## src/rtl/instr_fetch_unit_if.sv

```systemverilog
// Instruction-memory read bus between the fetch unit (master) and instruction memory (slave).
interface instr_fetch_unit_if;
    logic        mem_req;
    logic [31:0] mem_addr;
    logic [31:0] mem_rdata;
    logic        mem_ready;

    modport master (output mem_req, output mem_addr, input mem_rdata, input mem_ready);
    modport slave  (input mem_req, input mem_addr, output mem_rdata, output mem_ready);
endinterface

```

## src/rtl/instr_fetch_unit.sv

```systemverilog
// Multicycle RV32I fetch stage: owns the PC, runs the variable-latency memory read,
// latches the instruction register and decodes its fields for the control FSM.
module instr_fetch_unit #(
    parameter logic [31:0] RESET_PC = 32'h0000_0000,
    parameter int          TIMEOUT  = 16
) (
    input  logic                       clk,
    input  logic                       rst,
    input  logic                       fetch_req_i,
    input  logic                       pc_write_i,
    input  logic [31:0]                pc_target_i,
    input  logic                       fault_clr_i,
    instr_fetch_unit_if.master         mem,
    output logic                       busy_o,
    output logic                       instr_valid_o,
    output logic                       fault_o,
    output logic [1:0]                 fault_code_o,
    output logic [31:0]                pc_o,
    output logic [31:0]                instr_pc_o,
    output logic [31:0]                instr_o,
    output logic [6:0]                 opcode_o,
    output logic [4:0]                 rd_o,
    output logic [2:0]                 funct3_o,
    output logic [4:0]                 rs1_o,
    output logic [4:0]                 rs2_o,
    output logic [6:0]                 funct7_o,
    output logic [31:0]                imm_o
);

    localparam int          CNT_W    = $clog2(TIMEOUT + 1);
    localparam logic [31:0] NOP      = 32'h0000_0013;
    localparam logic [CNT_W-1:0] CNT_LAST = CNT_W'(TIMEOUT - 1);

    typedef enum logic [1:0] {
        S_IDLE,
        S_BUSY,
        S_FAULT
    } state_e;

    typedef enum logic [1:0] {
        FC_NONE     = 2'b00,
        FC_MISALIGN = 2'b01,
        FC_TIMEOUT  = 2'b10
    } fault_code_e;

    state_e          state_q;
    fault_code_e     fault_code_q;
    logic [31:0]     pc_q;
    logic [31:0]     instr_pc_q;
    logic [31:0]     ir_q;
    logic [CNT_W-1:0] cnt_q;
    logic            mem_req_q;
    logic            busy_q;
    logic            fault_q;
    logic            instr_valid_q;

    // Address a fetch issued this cycle would use: a same-cycle jump target wins.
    logic [31:0] pc_d;
    assign pc_d = pc_write_i ? (pc_target_i & ~32'h1) : pc_q;

    // NOTE: every register below is assigned with <= so all state updates
    // see the values from before the edge, independent of statement order.
    always_ff @(posedge clk or posedge rst) begin
        if (rst) begin
            state_q       <= S_IDLE;
            fault_code_q  <= FC_NONE;
            pc_q          <= RESET_PC;
            instr_pc_q    <= RESET_PC;
            ir_q          <= NOP;
            cnt_q         <= '0;
            mem_req_q     <= 1'b0;
            busy_q        <= 1'b0;
            fault_q       <= 1'b0;
            instr_valid_q <= 1'b0;
        end else begin
            instr_valid_q <= 1'b0;
            unique case (state_q)
                S_IDLE: begin
                    if (pc_write_i) pc_q <= pc_d;
                    if (fetch_req_i) begin
                        if (pc_d[1:0] != 2'b00) begin
                            state_q      <= S_FAULT;
                            fault_q      <= 1'b1;
                            fault_code_q <= FC_MISALIGN;
                        end else begin
                            state_q   <= S_BUSY;
                            busy_q    <= 1'b1;
                            mem_req_q <= 1'b1;
                            cnt_q     <= '0;
                        end
                    end
                end
                S_BUSY: begin
                    if (mem.mem_ready) begin
                        ir_q          <= mem.mem_rdata;
                        instr_pc_q    <= pc_q;
                        pc_q          <= pc_q + 32'd4;
                        instr_valid_q <= 1'b1;
                        state_q       <= S_IDLE;
                        busy_q        <= 1'b0;
                        mem_req_q     <= 1'b0;
                    end else if (cnt_q == CNT_LAST) begin
                        state_q      <= S_FAULT;
                        busy_q       <= 1'b0;
                        mem_req_q    <= 1'b0;
                        fault_q      <= 1'b1;
                        fault_code_q <= FC_TIMEOUT;
                    end else begin
                        cnt_q <= cnt_q + 1'b1;
                    end
                end
                S_FAULT: begin
                    if (fault_clr_i) begin
                        state_q      <= S_IDLE;
                        fault_q      <= 1'b0;
                        fault_code_q <= FC_NONE;
                    end
                end
                default: begin
                    state_q <= S_IDLE;
                end
            endcase
        end
    end

    assign mem.mem_req  = mem_req_q;
    assign mem.mem_addr = pc_q;

    assign busy_o        = busy_q;
    assign instr_valid_o = instr_valid_q;
    assign fault_o       = fault_q;
    assign fault_code_o  = fault_code_q;
    assign pc_o          = pc_q;
    assign instr_pc_o    = instr_pc_q;
    assign instr_o       = ir_q;
    assign opcode_o      = ir_q[6:0];
    assign rd_o          = ir_q[11:7];
    assign funct3_o      = ir_q[14:12];
    assign rs1_o         = ir_q[19:15];
    assign rs2_o         = ir_q[24:20];
    assign funct7_o      = ir_q[31:25];

    // NOTE: imm_o gets a default before the case so no opcode path can infer a latch.
    always_comb begin
        imm_o = 32'b0;
        unique case (ir_q[6:0])
            7'b0010011, 7'b0000011, 7'b1100111:
                imm_o = {{20{ir_q[31]}}, ir_q[31:20]};
            7'b0100011:
                imm_o = {{20{ir_q[31]}}, ir_q[31:25], ir_q[11:7]};
            7'b1100011:
                imm_o = {{19{ir_q[31]}}, ir_q[31], ir_q[7], ir_q[30:25], ir_q[11:8], 1'b0};
            7'b0110111, 7'b0010111:
                imm_o = {ir_q[31:12], 12'b0};
            7'b1101111:
                imm_o = {{11{ir_q[31]}}, ir_q[31], ir_q[19:12], ir_q[20], ir_q[30:21], 1'b0};
            default:
                imm_o = 32'b0;
        endcase
    end

endmodule

```

## src/flat_wrapper.sv

```systemverilog
// flat-port wrapper written by rule: the top's interface ports become plain ports
module instr_fetch_unit_flat 
#(
    parameter logic [31:0] RESET_PC = 32'h0000_0000,
    parameter int          TIMEOUT  = 16
)
  (clk, rst, fetch_req_i, pc_write_i, pc_target_i, fault_clr_i, busy_o, instr_valid_o, fault_o, fault_code_o, pc_o, instr_pc_o, instr_o, opcode_o, rd_o, funct3_o, rs1_o, rs2_o, funct7_o, imm_o, mem_mem_req, mem_mem_addr, mem_mem_rdata, mem_mem_ready);
  instr_fetch_unit_if mem_i ();
  input  logic clk;
  input  logic rst;
  input  logic fetch_req_i;
  input  logic pc_write_i;
  input  logic [31:0] pc_target_i;
  input  logic fault_clr_i;
  output logic busy_o;
  output logic instr_valid_o;
  output logic fault_o;
  output logic [1:0] fault_code_o;
  output logic [31:0] pc_o;
  output logic [31:0] instr_pc_o;
  output logic [31:0] instr_o;
  output logic [6:0] opcode_o;
  output logic [4:0] rd_o;
  output logic [2:0] funct3_o;
  output logic [4:0] rs1_o;
  output logic [4:0] rs2_o;
  output logic [6:0] funct7_o;
  output logic [31:0] imm_o;
  output wire logic [$bits(mem_i.mem_req)-1:0] mem_mem_req;
  output wire logic [$bits(mem_i.mem_addr)-1:0] mem_mem_addr;
  input wire logic [$bits(mem_i.mem_rdata)-1:0] mem_mem_rdata;
  input wire logic [$bits(mem_i.mem_ready)-1:0] mem_mem_ready;
  assign mem_mem_req = mem_i.mem_req;
  assign mem_mem_addr = mem_i.mem_addr;
  assign mem_i.mem_rdata = mem_mem_rdata;
  assign mem_i.mem_ready = mem_mem_ready;
  instr_fetch_unit #(.RESET_PC(RESET_PC), .TIMEOUT(TIMEOUT)) u_core (.clk(clk), .rst(rst), .fetch_req_i(fetch_req_i), .pc_write_i(pc_write_i), .pc_target_i(pc_target_i), .fault_clr_i(fault_clr_i), .mem(mem_i), .busy_o(busy_o), .instr_valid_o(instr_valid_o), .fault_o(fault_o), .fault_code_o(fault_code_o), .pc_o(pc_o), .instr_pc_o(instr_pc_o), .instr_o(instr_o), .opcode_o(opcode_o), .rd_o(rd_o), .funct3_o(funct3_o), .rs1_o(rs1_o), .rs2_o(rs2_o), .funct7_o(funct7_o), .imm_o(imm_o));
endmodule
```

## config.mk

```make
export PLATFORM = sky130hd
export DESIGN_NAME = instr_fetch_unit_flat
export DESIGN_NICKNAME = d
export VERILOG_FILES = /design/src/rtl/instr_fetch_unit_if.sv /design/src/rtl/instr_fetch_unit.sv /design/src/flat_wrapper.sv
export SDC_FILE = /design/constraint.sdc
export NUM_CORES = 1
export LEC_CHECK = 0
export BUFFER_PORTS_ARGS = -buffer_cell sky130_fd_sc_hd__buf_4
export CAP_MARGIN = 20
export CORE_UTILIZATION = 48
export DETAILED_ROUTE_END_ITERATION = 7
export PLACE_DENSITY_LB_ADDON = 0.05
export SLEW_MARGIN = 25
export SYNTH_ARGS = -nofsm -noshare
export SYNTH_HDL_FRONTEND = slang
export SYNTH_SLANG_ARGS = --single-unit
```

## constraint.sdc

```tcl
create_clock -name clk -period 3.7 [get_ports clk]
set_clock_uncertainty 0.1 [all_clocks]
set_input_delay 0 -clock clk [delete_from_list [all_inputs] [get_ports clk]]
set_output_delay 0 -clock clk [all_outputs]
set_load 0.005 [all_outputs]
```

==> run_results.csv, run 1 <==
group,metric,value,unit
outcome,run_status,"finished clean",
sta,fin_ws,0.854,ns
worst_hold_path,holdPathStages,4,
synth,synthArstFlopShare,100,%
cells_and_area,synthToLayoutAreaGrowth,43.8,%
synth,synth_cell_types,54,
setup_path,r2r_cells,7,
sta,rsz0062_at_grt,"false",
cells_and_area,nets,924,
setup_path,worstReg2RegEnd,"u_core.cnt_q[0]",
synth,ys_warn_count,0,
flow_run,max-cap-violations,0,
sta,max_freq,351,MHz
cells_and_area,instances_no_fill,1021,
clocking,clkSinkCount,108,
synth,synth_edf_count,0,
setup_path,worstPathArrival,2.75,ns
worst_hold_path,hold_end,"u_core.cnt_q[2]",
detailed_routing,vias,5565,
global_routing,grt_overflow_total,0,
floorplan,chipWidth,113,um
clocking,cts_max_path_buffers,2,
pwr,p_total,6.60,mW
setup_path,crit_slowest_cell,"or4_1",
pwr,p_leak,4.19,nW
sta,maxSlewViolCount,0,
sta,worstMarginPinSlew,0.917,ns
pwr,p_per_area,770,mW/mm2
synth,ys_ff_latch,108,
sta,fin_crit_sh,76.9,%
setup_path,worstPathRequired,3.60,ns
placement,pre_cts_ws,0.939,ns
setup_path,path_cells,"or4_1 -> a21oi_1 -> and2_1 -> a21o_1 -> buf_4",
sta,relSlewSlack,38.8,%
global_routing,grt_pass1_wl,27500,um
detailed_routing,routed_wl,17900,um
placement,place_congestion,0.828,
clocking,cts.clk_slew.worst_paths,0.07,ns
sta,min_period,2.85,ns
cells_and_area,diodes,0,
global_routing,track_usage,27.4,%
pwr,vdd_drop_max,0.403,mV
clocking,clock_latency,0.35,ns
detailed_routing,drt_iter0_markers,438,
synth,syn_avg_cell_area,9.99,um2
clocking,numCtsBuffers,9,
floorplan,dieHeight,113,um
cells_and_area,fin_util,71.0,%
worst_hold_path,hp-class,"primary input to flip-flop",
placement,io_buffers,266,
detailed_routing,ant_nets,0,
setup_path,cp.buffers_inverters,1,
placement,hpwl,12300,um
detailed_routing,drtPass1Iterations,5,
setup_path,max_stage_delay,0.58,ns
synth,netlist_area,0.00596,mm2
clocking,holdBufCountCts,63,
floorplan,io_pins,268,
setup_path,path_depth,5,
setup_path,critical_path.startpoint_type,"flip-flop",
setup_path,crit_type,"flip-flop to primary output",
clocking,cts_resized,0,
detailed_routing,viasPerCell,5.45,
synth,synthFlopType,"dfrtp_1",
sta,hold_violations,0,
sta,setup-violations-final,0,
synth,syn_nets,672,
floorplan,rows,40,
clocking,cts_tree,"yes",
setup_path,cp_max_fo,13,
setup_path,cp-end-kind,"primary output",
clocking,htreeDepth,3,
floorplan,initial_core_util,49.4,%
floorplan,core_area,0.0121,mm2
synth,syn_inst,596,
placement,dp_cells,942,
cells_and_area,drive_gt1_share,42.6,%
global_routing,grt_max_degree,74,
floorplan,die-area,0.0129,mm2
clocking,root_buffer,"clkbuf_16",
synth,seq_area_frac_synth,45.4,%
global_routing,antenna_found_initial,0,
worst_hold_path,min_from,"mem_mem_ready",
setup_path,rr_startpoint,"u_core.state_q[1]",
setup_path,critical-path-top-delay-family,"simple AND/OR/NAND/NOR gates",
clocking,post_cts_buffers,0,
setup_path,r2r_slack,0.91,ns
global_routing,first_global_vias,5210,
detailed_routing,drc,0,
detailed_routing,wl_per_cell,17.5,um
sta,final.setup.tns,0,ns
## placed cells by master (no fill, tap or decap), types with 3 or more instances in the layout
| cell | Yosys | layout |
|---|---|---|
| nor3_1 | 13 | 13 |
| a221oi_1 | 6 | 6 |
| a32oi_1 | 3 | 3 |
| or3_1 | 5 | 5 |
| nor2_1 | 15 | 15 |
| nor4_1 | 3 | 3 |
| dfrtp_1 | 105 | 105 |
| dfstp_2 | 3 | 3 |
| mux2_2 | 60 | 60 |
| a21oi_1 | 34 | 34 |
| o31ai_1 | 5 | 5 |
| inv_1 | 21 | 20 |
| o22a_1 | 3 | 3 |
| and2_1 | 8 | 8 |
| o22ai_1 | 5 | 5 |
| a22o_1 | 11 | 11 |
| clkbuf_16 | 0 | 9 |
| o31a_1 | 4 | 4 |
| nand2_1 | 50 | 49 |
| nand3_1 | 18 | 18 |
| a31oi_1 | 3 | 3 |
| mux2i_1 | 3 | 3 |
| nand4_1 | 9 | 9 |
| dlygate4sd3_1 | 0 | 63 |
| or4_1 | 6 | 6 |
| a21o_1 | 21 | 21 |
| o21ai_0 | 37 | 37 |
| nand2b_1 | 4 | 4 |
| nor2b_1 | 4 | 3 |
| ha_1 | 6 | 6 |
| buf_4 | 65 | 274 |
| o211ai_1 | 3 | 3 |
| and3_1 | 5 | 5 |
## registers in the layout, indices dropped and copies added, names as in the netlist
signal and flops:
u_core.cnt_q 5, u_core.fault_code_o 2, u_core.fault_o 1, u_core.instr_o 32, u_core.instr_pc_o 32, u_core.instr_valid_o 1
u_core.mem.mem_addr 32, u_core.mem.mem_req 1, u_core.state_q 2
## synthesized netlist by cell type, types with 3 or more instances
library cell | instances | area share, %
inv_1 | 21 | 1.3
o21ai_0 | 37 | 3.1
dfrtp_1 | 105 | 44
and3_1 | 5 | 0.53
a21o_1 | 21 | 2.6
o22a_1 | 3 | 0.44
nor2b_1 | 4 | 0.42
nor3_1 | 13 | 1.1
mux2_2 | 60 | 11
and2_1 | 8 | 0.84
buf_1 | 3 | 0.19
nand2b_1 | 4 | 0.42
nand4_1 | 9 | 0.95
a221oi_1 | 6 | 0.88
clkbuf_1 | 26 | 1.6
a21oi_1 | 34 | 2.9
dfstp_2 | 3 | 1.3
mux2i_1 | 3 | 0.50
nor2_1 | 15 | 0.95
a32oi_1 | 3 | 0.44
nor4_1 | 3 | 0.32
nand3_1 | 18 | 1.5
a31oi_1 | 3 | 0.32
nand2_1 | 50 | 3.2
a22o_1 | 11 | 1.6
o31a_1 | 4 | 0.59
o211ai_1 | 3 | 0.38
o31ai_1 | 5 | 0.63
ha_1 | 6 | 1.3
or4_1 | 6 | 0.76
or3_1 | 5 | 0.53
buf_4 | 65 | 8.2
o22ai_1 | 5 | 0.53
## final cells by class
type / count / area [um2]
Multi-Input combinational cell: 371 / 2580
Clock inverter: 6 / 63.8
Inverter: 21 / 81.3
Sequential cell: 108 / 2710
Fill cell: 917 / 3490
Timing Repair Buffer: 337 / 2690
Tap cell: 168 / 210
Clock buffer: 10 / 239
## worst reg2reg max path, cell delays in order, from the launching register on
cell      delay (ns)
dfrtp_1         0.38
inv_1           0.09
ha_1            0.38
buf_4           0.38
inv_1           0.43
o22a_1          0.41
o21bai_1        0.22
mux2_2          0.30
## layer usage
metal	wire (um)	global-route usage [%]	up-vias	part of all wire (%)
met5	0	0	-	0
met4	459	10.6	0	2.6
met3	1010	3.93	35	5.7
met2	9120	48.2	229	51
met1	7290	34.2	2711	41
li1	-	-	2590	-
## stage by stage
stage	instance area [um2]	hold slack, ns
2_1_floorplan	5960	0.00631
3_3_place_gp	7630	0.128
3_5_place_dp	7630	0.130
4_1_cts	8560	0.00144
5_1_grt	8570	0.0413
6_report	8570	0.0145
## worst max path at each step
| stage | startpoint | end | slack [ns] |
|---|---|---|---|
| CTS | u_core.instr_o[6] | imm_o[29] | 0.91 |
| finish | u_core.instr_o[6] | imm_o[27] | 0.85 |
| global placement | u_core.state_q[1] | u_core.cnt_q[3] | 0.99 |
| floorplan | rst | u_core.cnt_q[0] | 0.76 |
| detailed placement | u_core.state_q[1] | u_core.cnt_q[0] | 0.94 |
| global route | u_core.instr_o[6] | imm_o[27] | 0.69 |
## power by group
group | internal [mW] | switching (mW) | leakage, nW
Clock | 0.542 | 0.439 | 0.144
Sequential | 1.72 | 0.679 | 1.33
Combinational | 1.84 | 1.38 | 2.72
## cell families (layout without fill, tap and decap cells)
group           Yosys count  count (layout)  synth area share (%)
flops                   108             108                  45.4
simple gates            151             151                  13.1
fa+ha+maj                 6               6                  1.26
buf+inv                 117             374                  11.5
mux                      63              63                  11.8
compound gates          151             151                  16.8
(Power assumes the default switching activity.)
==> inputs of run 2 (changes only) <==
==> constraint.sdc (replaced) <==
create_clock -name clk -period 2.8 [get_ports clk]
set_clock_uncertainty 0.1 [all_clocks]
set_input_delay 0 -clock clk [delete_from_list [all_inputs] [get_ports clk]]
set_output_delay 0 -clock clk [all_outputs]
set_load 0.005 [all_outputs]
==> run 2 against run 1 <==
Effect of this change: hold slack improved by 0.017 ns; first-iteration DRC count is 9.8% lower; register-to-register slack got worse by 0.52 ns; clock power increased by 17%; cell count grew 1.2%; critical path depth grew 1.
==> run_results.csv, run 2 (synthesis gave the netlist of run 1 again) <==
group,metric,value,unit
outcome,run_status,"finished clean",
pwr,p_clk_share,13.4,%
floorplan,initial_core_util,49.4,%
sta,max_freq,398,MHz
sta,hold_violations,0,
pwr,swShare,37.7,%
cells_and_area,synthToLayoutAreaGrowth,44.7,%
clocking,holdBufCountCts,64,
pwr,pwr-share-comb,49.8,%
floorplan,rows,40,
global_routing,first_global_vias,5148,
sta,min_period,2.51,ns
setup_path,worstPathRequired,2.70,ns
pwr,power.net_switching,3.25,mW
clocking,cts_resized,0,
placement,pre_cts_ws,0.407,ns
clocking,cts_max_path_buffers,2,
detailed_routing,drtPass1Iterations,5,
floorplan,die-area,0.0129,mm2
global_routing,grt_overflow_total,0,
pwr,p_leak,4.23,nW
pwr,p_total,8.60,mW
detailed_routing,ant_nets,0,
sta,fin_crit_sh,89.8,%
flow_run,max-cap-violations,0,
placement,hpwl,12300,um
clocking,cts.clk_slew.worst_paths,0.07,ns
global_routing,antenna_found_initial,0,
floorplan,chipWidth,113,um
clocking,root_buffer,"clkbuf_16",
pwr,intPower,5.36,mW
cells_and_area,diodes,0,
detailed_routing,viasPerCell,5.37,
clocking,post_cts_buffers,0,
detailed_routing,drc,0,
pwr,p_per_area,998,mW/mm2
clocking,htreeDepth,3,
setup_path,crit_type,"flip-flop to primary output",
detailed_routing,routed_wl,17300,um
setup_path,worstPathArrival,2.41,ns
pwr,vdd_drop_max,0.741,mV
floorplan,core_area,0.0121,mm2
pwr,seq_power_share,36.8,%
sta,relSlewSlack,46.2,%
floorplan,dieHeight,113,um
clocking,clkSinkCount,108,
placement,place_congestion,0.875,
placement,io_buffers,266,
sta,rsz0062_at_grt,"false",
sta,worstMarginPinSlew,0.803,ns
sta,final.setup.tns,0,ns
placement,dp_cells,953,
sta,maxSlewViolCount,0,
global_routing,track_usage,26.7,%
worst_hold_path,hp-class,"primary input to flip-flop",
cells_and_area,final_common_cell,"buf_4",
detailed_routing,drt_iter0_markers,395,
clocking,cts_tree,"yes",
placement,post_dp_cell_area,0.00773,mm2
sta,setup-violations-final,0,
clocking,clock_latency,0.35,ns
global_routing,grt_max_degree,80,
cells_and_area,instances_no_fill,1033,
cells_and_area,nets,936,
detailed_routing,vias,5545,
cells_and_area,drive_gt1_share,42.7,%
setup_path,cp-end-kind,"primary output",
setup_path,cp_max_fo,13,
floorplan,io_pins,268,
setup_path,critical_path.startpoint_type,"flip-flop",
global_routing,grt_pass1_wl,26800,um
clocking,numCtsBuffers,9,
cells_and_area,final_cell_area,0.00862,mm2
cells_and_area,final_cell_mix,"buf_4, dfrtp_1, dlygate4sd3_1",
sta,fin_ws,0.287,ns
detailed_routing,wl_per_cell,16.8,um
-- run 2: worst max-delay path, stage by stage (launching register included) --
cell and delay [ns]:
dfrtp_1 0.51, or4_1 0.58, a21oi_1 0.16, buf_4 0.18, and2_1 0.40, a21o_1 0.14
buf_4 0.11
-- run 2: layout make-up --
type,instances,area [um2]
flip-flops and latches,108,2710
well taps,168,210
clock buffers,13,240
repair buffers,349,2790
inverters,21,82.6
multi-input cells,371,2570
fillers,935,3440
clock inverters,3,15.0
-- run 2: per-layer routing --
metal | GRT usage [%] | part of all wire [%]
met1 | 33.3 | 41
met2 | 47.6 | 52
met3 | 4.46 | 5.7
met4 | 8.07 | 1.4
met5 | 0 | 0
-- run 2: final timing paths --
path,startpoint,end,slack (ns),cells after the start
setup reg to reg,u_core.state_q[1],u_core.mem.mem_addr[31],0.39,7
max in group asynchronous,rst,u_core.instr_o[0],1.50,4
setup / recovery,u_core.instr_o[6],imm_o[20],0.29,6
hold reg to reg,u_core.cnt_q[4],u_core.cnt_q[4],0.38,1
hold / removal,pc_target_i[20],u_core.mem.mem_addr[20],0.03,4
min in group asynchronous,rst,u_core.instr_pc_o[20],0.23,3
-- run 2: power groups by stage --
stage / sequential [mW] / clock (mW) / combinational, mW
global placement: 3.13 / 0 / 4.14
detailed placement: 3.18 / 0 / 4.21
floorplan: 2.98 / 0 / 2.46
global route: 3.30 / 1.23 / 4.65
CTS: 3.15 / 1.18 / 4.30
finish: 3.17 / 1.15 / 4.29
-- run 2: through the flow --
stage	util (%)	hold WS, ns
after floorplan	-	0.00631
after global routing	71.5	0.0590
after CTS	71.5	0.0226
after detailed placement	64.1	0.0509
final	71.5	0.0312
after global placement	64.1	0.0349
==> inputs of run 3 (changes only) <==
--- a/config.mk
+++ b/config.mk
@@ -7,6 +7,7 @@
 export LEC_CHECK = 0
 export BUFFER_PORTS_ARGS = -buffer_cell sky130_fd_sc_hd__buf_4
 export CAP_MARGIN = 20
+export CORE_MARGIN = 2
 export CORE_UTILIZATION = 48
 export DETAILED_ROUTE_END_ITERATION = 7
 export PLACE_DENSITY_LB_ADDON = 0.05
==> run 3 against run 2 <==
Effect of this change: fmax is 1.8% lower; register-to-register slack hardly changed; die area increased by 3.6%; first-iteration DRC count is 30% higher; largest cell class unchanged.
==> run_results.csv, run 3 (synthesis gave the netlist of run 1 again) <==
group,metric,value,unit
pwr,intPower,5.41,mW
floorplan,dieHeight,115,um
floorplan,initial_core_util,49.4,%
detailed_routing,drt_iter0_markers,513,
sta,min_period,2.56,ns
worst_hold_path,hp-class,"primary input to flip-flop",
worst_hold_path,hold_end,"u_core.cnt_q[2]",
setup_path,cp.buffers_inverters,2,
floorplan,chipWidth,115,um
pwr,power.net_switching,3.29,mW
global_routing,grt_max_degree,109,
clocking,cts.clk_slew.worst_paths,0.07,ns
cells_and_area,final_cell_area,0.00864,mm2
floorplan,core_area,0.0121,mm2
clocking,cts_resized,0,
setup_path,r2r_slack,0.38,ns
setup_path,path_cells,"or4_1 -> a21oi_1 -> buf_4 -> and2_1 -> a21o_1 -> buf_4",
global_routing,track_usage,26.2,%
sta,fin_crit_sh,91.4,%
floorplan,io_pins,268,
clocking,root_buffer,"clkbuf_16",
placement,dp_cells,951,
outcome,run_status,"finished clean",
cells_and_area,drive_gt1_share,42.9,%
pwr,p_per_area,1010,mW/mm2
flow_run,max-cap-violations,0,
setup_path,worstPathArrival,2.46,ns
pwr,seq_power_share,36.4,%
sta,relSlewSlack,58.4,%
clocking,htreeDepth,3,
setup_path,cp-end-kind,"primary output",
sta,holdWs,0.0332,ns
detailed_routing,routed_wl,18000,um
pwr,vdd_drop_max,0.480,mV
cells_and_area,fin_util,71.6,%
cells_and_area,final_common_cell,"buf_4",
cells_and_area,nets,933,
clocking,numCtsBuffers,9,
global_routing,grt_overflow_total,0,
sta,rsz0062_at_grt,"false",
placement,place_congestion,0.844,
worst_hold_path,holdPathStages,4,
clocking,cts_max_path_buffers,2,
pwr,p_leak,4.24,nW
cells_and_area,diodes,0,
cells_and_area,instances_no_fill,1030,
sta,maxSlewViolCount,0,
placement,hpwl,12500,um
setup_path,critical_path.startpoint_type,"flip-flop",
sta,final.setup.tns,0,ns
worst_hold_path,min_from,"mem_mem_ready",
cells_and_area,fillers,911,
sta,worstMarginPinSlew,0.623,ns
placement,io_buffers,266,
setup_path,worstPathRequired,2.70,ns
pwr,pwr-share-comb,49.7,%
setup_path,crit_type,"flip-flop to primary output",
detailed_routing,drc,0,
sta,max_freq,391,MHz
setup_path,critical-path-top-delay-family,"simple AND/OR/NAND/NOR gates",
clocking,clkSinkCount,108,
detailed_routing,vias,5526,
clocking,clock_latency,0.34,ns
detailed_routing,wl_per_cell,17.4,um
cells_and_area,synthToLayoutAreaGrowth,45.1,%
detailed_routing,viasPerCell,5.37,
detailed_routing,ant_nets,0,
cells_and_area,final_cell_mix,"buf_4, dfrtp_1, dlygate4sd3_1",
setup_path,cp_common_cell,"buf_4",
global_routing,grt_pass1_wl,27600,um
floorplan,die-area,0.0133,mm2
floorplan,rows,40,
detailed_routing,drtPass1Iterations,5,
sta,hold_violations,0,
sta,setup-violations-final,0,
setup_path,r2r_cells,6,
setup_path,rr_startpoint,"u_core.mem.mem_addr[3]",
setup_path,worstReg2RegEnd,"u_core.mem.mem_addr[28]",
setup_path,cp_max_fo,13,
setup_path,crit_slowest_cell,"or4_1",
placement,post_dp_cell_area,0.00773,mm2
setup_path,max_stage_delay,0.57,ns
pwr,p_clk_share,14.0,%
global_routing,antenna_found_initial,0,
global_routing,first_global_vias,5298,
clocking,cts_tree,"yes",
pwr,swShare,37.8,%
[run 3: cell types whose count changed in the layout (fill, tap and decap cells not counted)]
cell / delta
buf_12: +1
buf_4: -3
clkinvlp_4: +2
clkinv_2: -1
nor2b_2: -1
clkbuf_1: -3
nor2b_4: +1
dlygate4sd3_1: -1
clkbuf_8: +2
[run 3: how the worst max path moves through the flow]
stage | from | endpoint | slack (ns) | cells past startpoint
floorplan | u_core.mem.mem_addr[3] | u_core.mem.mem_addr[30] | 0.67 | 6
global placement | u_core.mem.mem_addr[3] | u_core.mem.mem_addr[22] | 0.49 | 6
detailed placement | u_core.mem.mem_addr[3] | u_core.mem.mem_addr[24] | 0.48 | 6
CTS | u_core.instr_o[6] | imm_o[29] | 0.28 | 6
global route | u_core.instr_o[6] | imm_o[25] | 0.11 | 6
finish | u_core.instr_o[6] | imm_o[25] | 0.24 | 6
[run 3: power groups by stage]
stage / clock network [mW] / registers [mW] / logic [mW]
4_1_cts: 1.24 / 3.15 / 4.33
5_1_grt: 1.31 / 3.30 / 4.69
3_5_place_dp: 0 / 3.18 / 4.24
6_report: 1.21 / 3.16 / 4.32
3_3_place_gp: 0 / 3.12 / 4.17
2_1_floorplan: 0 / 2.98 / 2.46
[run 3: metrics by stage]
| step | setup slack, ns | power, mW |
|---|---|---|
| CTS | 0.277 | 8.72 |
| global placement | 0.491 | 7.30 |
| floorplan | 0.670 | 5.44 |
| global route | 0.105 | 9.30 |
| finish | 0.241 | 8.70 |
| detailed placement | 0.480 | 7.42 |
[run 3: cell type report]
cell class              instances  area [um2]  share of cell area [%]
clock buffers                  12         256                    2.97
inverters                      21        82.6                   0.956
clock inverters                 4        25.0                   0.290
well taps                     168         210                    2.43
flip-flops and latches        108        2710                    31.3
repair buffers                346        2780                    32.2
multi-input cells             371        2580                    29.9
[run 3: timing repair]
| item | 4_1_cts | 5_1_grt |
|---|---|---|
| endpoints found under the setup margin | 0 | 0 |
| hold buffers | 63 | 0 |
| hold endpoints to repair | 167 | 0 |
| buffers inserted | 0 | 0 |
[run 3: metal layers]
metal	GRT usage, %	part of all wire (%)
met2	45.0	51
met4	5.54	0.86
met1	35.1	42
met5	0	0
met3	4.43	5.9
[run 3: worst register-to-register path: stages (launching register included)]
cell and delay, ns:
dfrtp_1 0.49, ha_1 0.29, nand4_1 0.20, or4_1 0.49
or3_4 0.43, o21ai_0 0.19, a21oi_1 0.10
